File: config.mk
export PLATFORM = sky130hd
export DESIGN_NAME = fc_encoder_tx
export DESIGN_NICKNAME = d
export VERILOG_FILES = /design/src/rtl/fc_pkg.sv /design/src/rtl/fc_cmd_fifo.sv /design/src/rtl/fc_encoder_tx.sv
export SDC_FILE = /design/constraint.sdc
export NUM_CORES = 1
export LEC_CHECK = 0
export CAP_MARGIN = 20
export CORE_MARGIN = 2
export CORE_UTILIZATION = 62
export CTS_BUF_LIST = sky130_fd_sc_hd__clkbuf_16
export DETAILED_ROUTE_END_ITERATION = 10
export GPL_ROUTABILITY_DRIVEN = 1
export PLACE_DENSITY = 0.83
export SLEW_MARGIN = 30
export SYNTH_ARGS = -nofsm -noshare
export SYNTH_HDL_FRONTEND = slang
export SYNTH_SLANG_ARGS = --single-unit
File: constraint.sdc
create_clock -name clk320 -period 4 [get_ports clk320]
set_input_delay 0.6 -clock clk320 [delete_from_list [all_inputs] [get_ports clk320]]
set_output_delay 0.6 -clock clk320 [all_outputs]
set_load 0.005 [all_outputs]
File: src/rtl/fc_pkg.sv
// Fast-command link shared definitions.
// Symbol codes and command indices for encoder and decoder.
package fc_pkg;

  localparam int FC_NUM_CMDS = 10;

  localparam logic [7:0] FC_IDLE      = 8'hF0;
  localparam logic [7:0] FC_LINKRESET = 8'h33;
  localparam logic [7:0] FC_BCR       = 8'h5A;
  localparam logic [7:0] FC_SYNCTRIG  = 8'h55;
  localparam logic [7:0] FC_L1A_CR    = 8'h66;
  localparam logic [7:0] FC_CHARGEINJ = 8'h69;
  localparam logic [7:0] FC_L1A       = 8'h96;
  localparam logic [7:0] FC_L1A_BCR   = 8'h99;
  localparam logic [7:0] FC_WS_START  = 8'hA5;
  localparam logic [7:0] FC_WS_STOP   = 8'hAA;

  typedef enum logic [3:0] {
    CMD_IDLE      = 4'd0,
    CMD_LINKRESET = 4'd1,
    CMD_BCR       = 4'd2,
    CMD_SYNCTRIG  = 4'd3,
    CMD_L1A_CR    = 4'd4,
    CMD_CHARGEINJ = 4'd5,
    CMD_L1A       = 4'd6,
    CMD_L1A_BCR   = 4'd7,
    CMD_WS_START  = 4'd8,
    CMD_WS_STOP   = 4'd9
  } fc_cmd_e;

  typedef enum logic {
    ST_NORMAL    = 1'b0,
    ST_SLIP_HOLD = 1'b1
  } fc_slip_state_e;

  function automatic logic [7:0] fc_symbol(input logic [3:0] idx);
    logic [7:0] s;
    case (idx)
      CMD_LINKRESET: s = FC_LINKRESET;
      CMD_BCR:       s = FC_BCR;
      CMD_SYNCTRIG:  s = FC_SYNCTRIG;
      CMD_L1A_CR:    s = FC_L1A_CR;
      CMD_CHARGEINJ: s = FC_CHARGEINJ;
      CMD_L1A:       s = FC_L1A;
      CMD_L1A_BCR:   s = FC_L1A_BCR;
      CMD_WS_START:  s = FC_WS_START;
      CMD_WS_STOP:   s = FC_WS_STOP;
      default:       s = FC_IDLE;
    endcase
    return s;
  endfunction

endpackage

File: src/rtl/fc_cmd_fifo.sv
// Synchronous command FIFO with count-based full/empty.
// Head entry is presented combinationally on data_o.
module fc_cmd_fifo #(
  parameter int DEPTH = 4,
  parameter int WIDTH = 4
) (
  input  logic             clk_i,
  input  logic             rst_i,
  input  logic             push_i,
  input  logic [WIDTH-1:0] data_i,
  input  logic             pop_i,
  output logic [WIDTH-1:0] data_o,
  output logic             full_o,
  output logic             empty_o
);

  localparam int AW = $clog2(DEPTH);
  localparam int CW = AW + 1;

  logic [WIDTH-1:0] mem_q [DEPTH];
  logic [AW-1:0]    wrPtr_q, wrPtr_d;
  logic [AW-1:0]    rdPtr_q, rdPtr_d;
  logic [CW-1:0]    count_q, count_d;
  logic             doPush, doPop;

  assign full_o  = (count_q == CW'(DEPTH));
  assign empty_o = (count_q == '0);
  assign doPush  = push_i && !full_o;
  assign doPop   = pop_i && !empty_o;
  assign data_o  = mem_q[rdPtr_q];

  // Pointer and occupancy next-state.
  always_comb begin
    wrPtr_d = wrPtr_q;
    rdPtr_d = rdPtr_q;
    count_d = count_q;
    if (doPush) wrPtr_d = wrPtr_q + AW'(1);
    if (doPop)  rdPtr_d = rdPtr_q + AW'(1);
    unique case ({doPush, doPop})
      2'b10:   count_d = count_q + CW'(1);
      2'b01:   count_d = count_q - CW'(1);
      default: count_d = count_q;
    endcase
  end

  // Pointer and occupancy registers; reset flushes contents.
  always_ff @(posedge clk_i) begin
    if (rst_i) begin
      wrPtr_q <= '0;
      rdPtr_q <= '0;
      count_q <= '0;
    end else begin
      wrPtr_q <= wrPtr_d;
      rdPtr_q <= rdPtr_d;
      count_q <= count_d;
    end
  end

  // Storage write; contents are only meaningful below count.
  always_ff @(posedge clk_i) begin
    if (doPush) mem_q[wrPtr_q] <= data_i;
  end

endmodule

File: src/rtl/fc_encoder_tx.sv
// Fast-command transmitter: queues command indices and
// serializes 8-bit symbols MSB-first with bit-slip support.
module fc_encoder_tx
  import fc_pkg::*;
#(
  parameter int FIFO_DEPTH = 4
) (
  input  logic       clk320,
  input  logic       rst,
  input  logic       cmdValid,
  input  logic [3:0] cmdSel,
  output logic       cmdReady,
  input  logic       slipReq,
  output logic       fc,
  output logic       frameStart,
  output logic       illegalCmd
);

  fc_slip_state_e state_q, state_d;

  logic [7:0] shreg_q, shreg_d;
  logic [2:0] bitCnt_q, bitCnt_d;
  logic       slipPend_q, slipPend_d;
  logic       fc_q, fc_d;
  logic       fs_q, fs_d;
  logic       ill_q, ill_d;
  logic       rdyEn_q;

  logic       full, empty;
  logic       accept, legal, push, pop;
  logic [3:0] head;
  logic [7:0] nextSym;

  assign cmdReady   = rdyEn_q && !full;
  assign accept     = cmdValid && cmdReady;
  assign legal      = (cmdSel < 4'(FC_NUM_CMDS));
  assign push       = accept && legal;
  assign ill_d      = accept && !legal;
  assign nextSym    = empty ? FC_IDLE : fc_symbol(head);

  assign fc         = fc_q;
  assign frameStart = fs_q;
  assign illegalCmd = ill_q;

  fc_cmd_fifo #(
    .DEPTH (FIFO_DEPTH),
    .WIDTH (4)
  ) u_fifo (
    .clk_i   (clk320),
    .rst_i   (rst),
    .push_i  (push),
    .data_i  (cmdSel),
    .pop_i   (pop),
    .data_o  (head),
    .full_o  (full),
    .empty_o (empty)
  );

  // Serializer next-state: shift, frame boundary load, slip hold.
  always_comb begin
    state_d    = state_q;
    shreg_d    = {shreg_q[6:0], 1'b0};
    bitCnt_d   = bitCnt_q + 3'd1;
    slipPend_d = slipPend_q | slipReq;
    fc_d       = shreg_q[7];
    fs_d       = 1'b0;
    pop        = 1'b0;
    unique case (state_q)
      ST_NORMAL: begin
        fs_d = (bitCnt_q == 3'd0);
        if (bitCnt_q == 3'd7) begin
          if (slipPend_q) begin
            state_d    = ST_SLIP_HOLD;
            shreg_d    = shreg_q;
            bitCnt_d   = 3'd7;
            slipPend_d = 1'b0;
          end else begin
            pop      = !empty;
            shreg_d  = nextSym;
            bitCnt_d = 3'd0;
          end
        end
      end
      ST_SLIP_HOLD: begin
        state_d  = ST_NORMAL;
        pop      = !empty;
        shreg_d  = nextSym;
        bitCnt_d = 3'd0;
      end
      default: state_d = ST_NORMAL;
    endcase
  end

  // Slip state register.
  always_ff @(posedge clk320) begin
    if (rst) state_q <= ST_NORMAL;
    else     state_q <= state_d;
  end

  // Serializer datapath and status registers.
  always_ff @(posedge clk320) begin
    if (rst) begin
      shreg_q    <= FC_IDLE;
      bitCnt_q   <= 3'd0;
      slipPend_q <= 1'b0;
      fc_q       <= 1'b0;
      fs_q       <= 1'b0;
      ill_q      <= 1'b0;
      rdyEn_q    <= 1'b0;
    end else begin
      shreg_q    <= shreg_d;
      bitCnt_q   <= bitCnt_d;
      slipPend_q <= slipPend_d;
      fc_q       <= fc_d;
      fs_q       <= fs_d;
      ill_q      <= ill_d;
      rdyEn_q    <= 1'b1;
    end
  end

endmodule
==> flow_summary.yaml <==
run_status:
  status: "completed"
global_route:
  grt_usage: 0.214
  grt_max_degree: 22
  grt_pass1_wl_um: 5640
  gr-total-overflow: 0
  grt_pass1_vias: 1277
  antenna_found_initial: 0
clock_tree:
  post-cts-setup-buffers: 0
  cts_buffer_depth: 2
  cts_root_buffer: "clkbuf_16"
  insertion_delay_ns: 0.28
  numCtsBuffers: 5
  ctsResizeCount: 0
  htreeDepth: 2
  cts_hold_buf: 0
  cts_tree: "built"
  cts.clk_slew.worst_paths_ns: 0.05
  clock_sinks: 42
sta:
  rsz0062_at_grt: "false"
  min_period_ns: 2.90
  fin_skew_ns: 0.00290
  maxSlewHeadroom: 0.446
  finalCritPeriodShare: 0.724
  drv_slew: 0
  setup_viol: 0
  fin_hold_ws_ns: 0.436
  hold_viol: 0
  worst_slew_pin_slew_ns: 0.828
  finalSetupTns_ns: 0
  fmax_ghz: 0.345
placed_design:
  dpl.hpwl_um: 2520
  place.gp.congestion: 0.926
  port_buffers: 11
  dp_cells: 222
yosys:
  netlist_instances: 173
  synth_seq_cells: 42
  synth-compound-area-share: 0.139
  yosysSeqAreaShare: 0.514
  synth_top_family_by_area: "compound AO/OA/AOI/OAI gates"
  yosysTopAreaCell: "dfxtp_1"
  synth.avg_cell_area_sq_um: 11.3
  synthXorXnorAreaFrac: 0.0225
  synthMuxAreaShare: 0.0700
  synth_fp_nets: 194
  synth_top_area_share: 0.267
  synth_area_leaders: "dfxtp_1, edfxtp_1, ha_1, mux4_2, a21oi_1"
  yosys_warnings: 0
  synth.distinct_cells: 44
  syn-cell-area_sq_mm: 0.00195
  synth-simple-area-share: 0.127
  yosys.area_share.adder: 0.0873
route:
  drt_iter0_drc: 51
  drt-total-wl_um: 3470
  wl_per_cell_um: 15.1
  vias: 1360
  drt_pass1_iterations: 5
  viasPerCell: 5.91
  drc: 0
  ant_nets: 0
critical_path:
  crit_path_end_kind: "flop"
  crit_path_max_incr_delay_ns: 0.42
  critPathKind: "reg2reg"
  crit_chain: "ha_1 -> ha_1 -> o32ai_1 -> a21oi_1 -> ha_1 -> inv_1 -> fa_1 -> xor2_1 -> or3_1 -> a21oi_1"
  crit_required_ns: 4.19
  arrival_ns: 3.09
  crit_path_frequent_cell: "ha_1"
  crit_slowest_cell: "ha_1"
  worst_setup_path_start_kind: "flop"
  ff2ff_setup_slack_ns: 1.10
  worstPathMaxFanout: 13
cells_and_area:
  drive_gt1_frac: 0.0753
  diodes: 0
  syn_to_final_growth_pct: 14.1
  fin_cells: 230
  nFillCells: 209
  fin_nets: 206
power_and_ir_drop:
  p_leak_nw: 0.807
  p_int_uw: 711
  ir_drop_mv: 0.360
  p_per_area_mw_per_mm2: 406
  pwr-share-comb: 0.065
  clkPwrFrac: 0.421
  switching_power_uw: 190
  swShare: 0.211
  p_seq_frac: 0.514
  total_power_uw: 902
floorplanning:
  die_area_sq_mm: 0.00361
  initial_core_util: 0.643
  boundaryPins: 12
  die_y_um: 60.1
  core_area_sq_mm: 0.00303
  rows: 20
  die_w_um: 60.1
run:
  drv_cap: 0
hold_path:
  holdCritPathClass: "reg2reg"
[cells in the final DEF, fill, tap and decap left out, types with 2 or more instances in the layout]
| cell | n |
|---|---|
| inv_1 | 13 |
| and2_1 | 5 |
| nor2_1 | 13 |
| nand2_1 | 4 |
| o21ai_1 | 2 |
| nor3_1 | 5 |
| nor2b_1 | 7 |
| a21oi_1 | 10 |
| a211oi_1 | 4 |
| edfxtp_1 | 16 |
| clkinv_2 | 2 |
| o31ai_1 | 3 |
| a211o_1 | 2 |
| ha_1 | 12 |
| a31oi_1 | 3 |
| a21o_1 | 2 |
| dfxtp_1 | 26 |
| mux4_2 | 4 |
| nand2b_1 | 4 |
| xor2_1 | 2 |
| o21ai_0 | 7 |
| clkdlybuf4s50_1 | 11 |
| xnor2_1 | 3 |
| mux2i_1 | 2 |
| clkbuf_16 | 5 |
[synthesized netlist by cell type]
cell	instances
dfxtp_1	26
edfxtp_1	16
nor2_1	13
ha_1	12
inv_1	12
a21oi_1	10
nor2b_1	7
o21ai_0	7
and2_1	5
nor3_1	5
a211oi_1	4
mux4_2	4
nand2_1	4
nand2b_1	4
a31oi_1	3
clkbuf_1	3
o31ai_1	3
xnor2_1	3
a211o_1	2
a21o_1	2
buf_1	2
mux2i_1	2
o21ai_1	2
xor2_1	2
a211oi_2	1
a221o_1	1
a221oi_1	1
a2bb2oi_1	1
and3_1	1
and3b_1	1
buf_6	1
fa_1	1
inv_2	1
mux4_1	1
nand3_1	1
nand3b_1	1
nor4b_1	1
o211ai_1	1
o21bai_1	1
o32ai_1	1
o41ai_1	1
or2_1	1
or3_1	1
or3b_2	1
[critical path: cells and delay by family, from the launching register on]
kind                       cells  cell delay (ns)
AOI/OAI and AO/OA              3             0.74
DFF                            1             0.36
adders and majority gates      4             1.19
xor gates and xnor gates       1             0.16
and+or+nand+nor                1             0.31
buffers and inverters          1             0.06
[power by group through the flow]
| stage | logic (mW) | registers, mW | clock network [mW] |
|---|---|---|---|
| floorplan | 0.0354 | 0.471 | 0 |
| global placement | 0.0546 | 0.472 | 0 |
| detailed placement | 0.0583 | 0.473 | 0 |
| CTS | 0.0589 | 0.464 | 0.385 |
| global route | 0.0654 | 0.465 | 0.400 |
| finish | 0.0586 | 0.464 | 0.379 |
[kinds of logic after synthesis]
group	count (synthesis)
xor+xnor	5
mux	7
fa+ha+maj	13
simple gates	46
flops	42
buf+inv	19
compound gates	41
[flip-flops by register name, indices dropped and copies added (netlist names), named ones only]
signal / cells
u_fifo.count_q: 3
u_fifo.mem_q: 16
illegalCmd: 1
u_fifo.wrPtr_q: 2
slipPend_q: 1
frameStart: 1
shreg_q: 8
fc: 1
state_q: 1
u_fifo.rdPtr_q: 2
bitCnt_q: 3
rdyEn_q: 1
[final timing paths]
check,from,end,depth (start not counted)
setup / recovery,bitCnt_q[0],u_fifo.count_q[2],10
hold / removal,bitCnt_q[2],frameStart,1
setup reg to reg,bitCnt_q[0],u_fifo.count_q[2],10
hold reg to reg,bitCnt_q[2],frameStart,1
[final cells by class]
type	count	area (sq um)	share of cell area
multi-input cells	112	868	0.391
clock inverters	3	13.8	0.00619
flip-flops and latches	42	1000	0.450
clock buffers	5	125	0.0563
repair buffers	11	110	0.0495
well taps	44	55.1	0.0248
inverters	13	48.8	0.0220
[layer usage]
metal	wire, um	track usage
met1	1510	0.284
met2	1720	0.326
met3	177	0.0584
met4	57	0.0984
met5	0	0
[metrics by stage]
stage          utilization  worst slack, ns  cell area (sq um)
2_1_floorplan            -             1.72               1950
3_3_place_gp         0.688             1.21               2080
3_5_place_dp         0.688             1.10               2080
4_1_cts              0.734             1.11               2220
5_1_grt              0.734            0.903               2220
6_report             0.734             1.10               2220
Power figures use the tool's default switching activity.
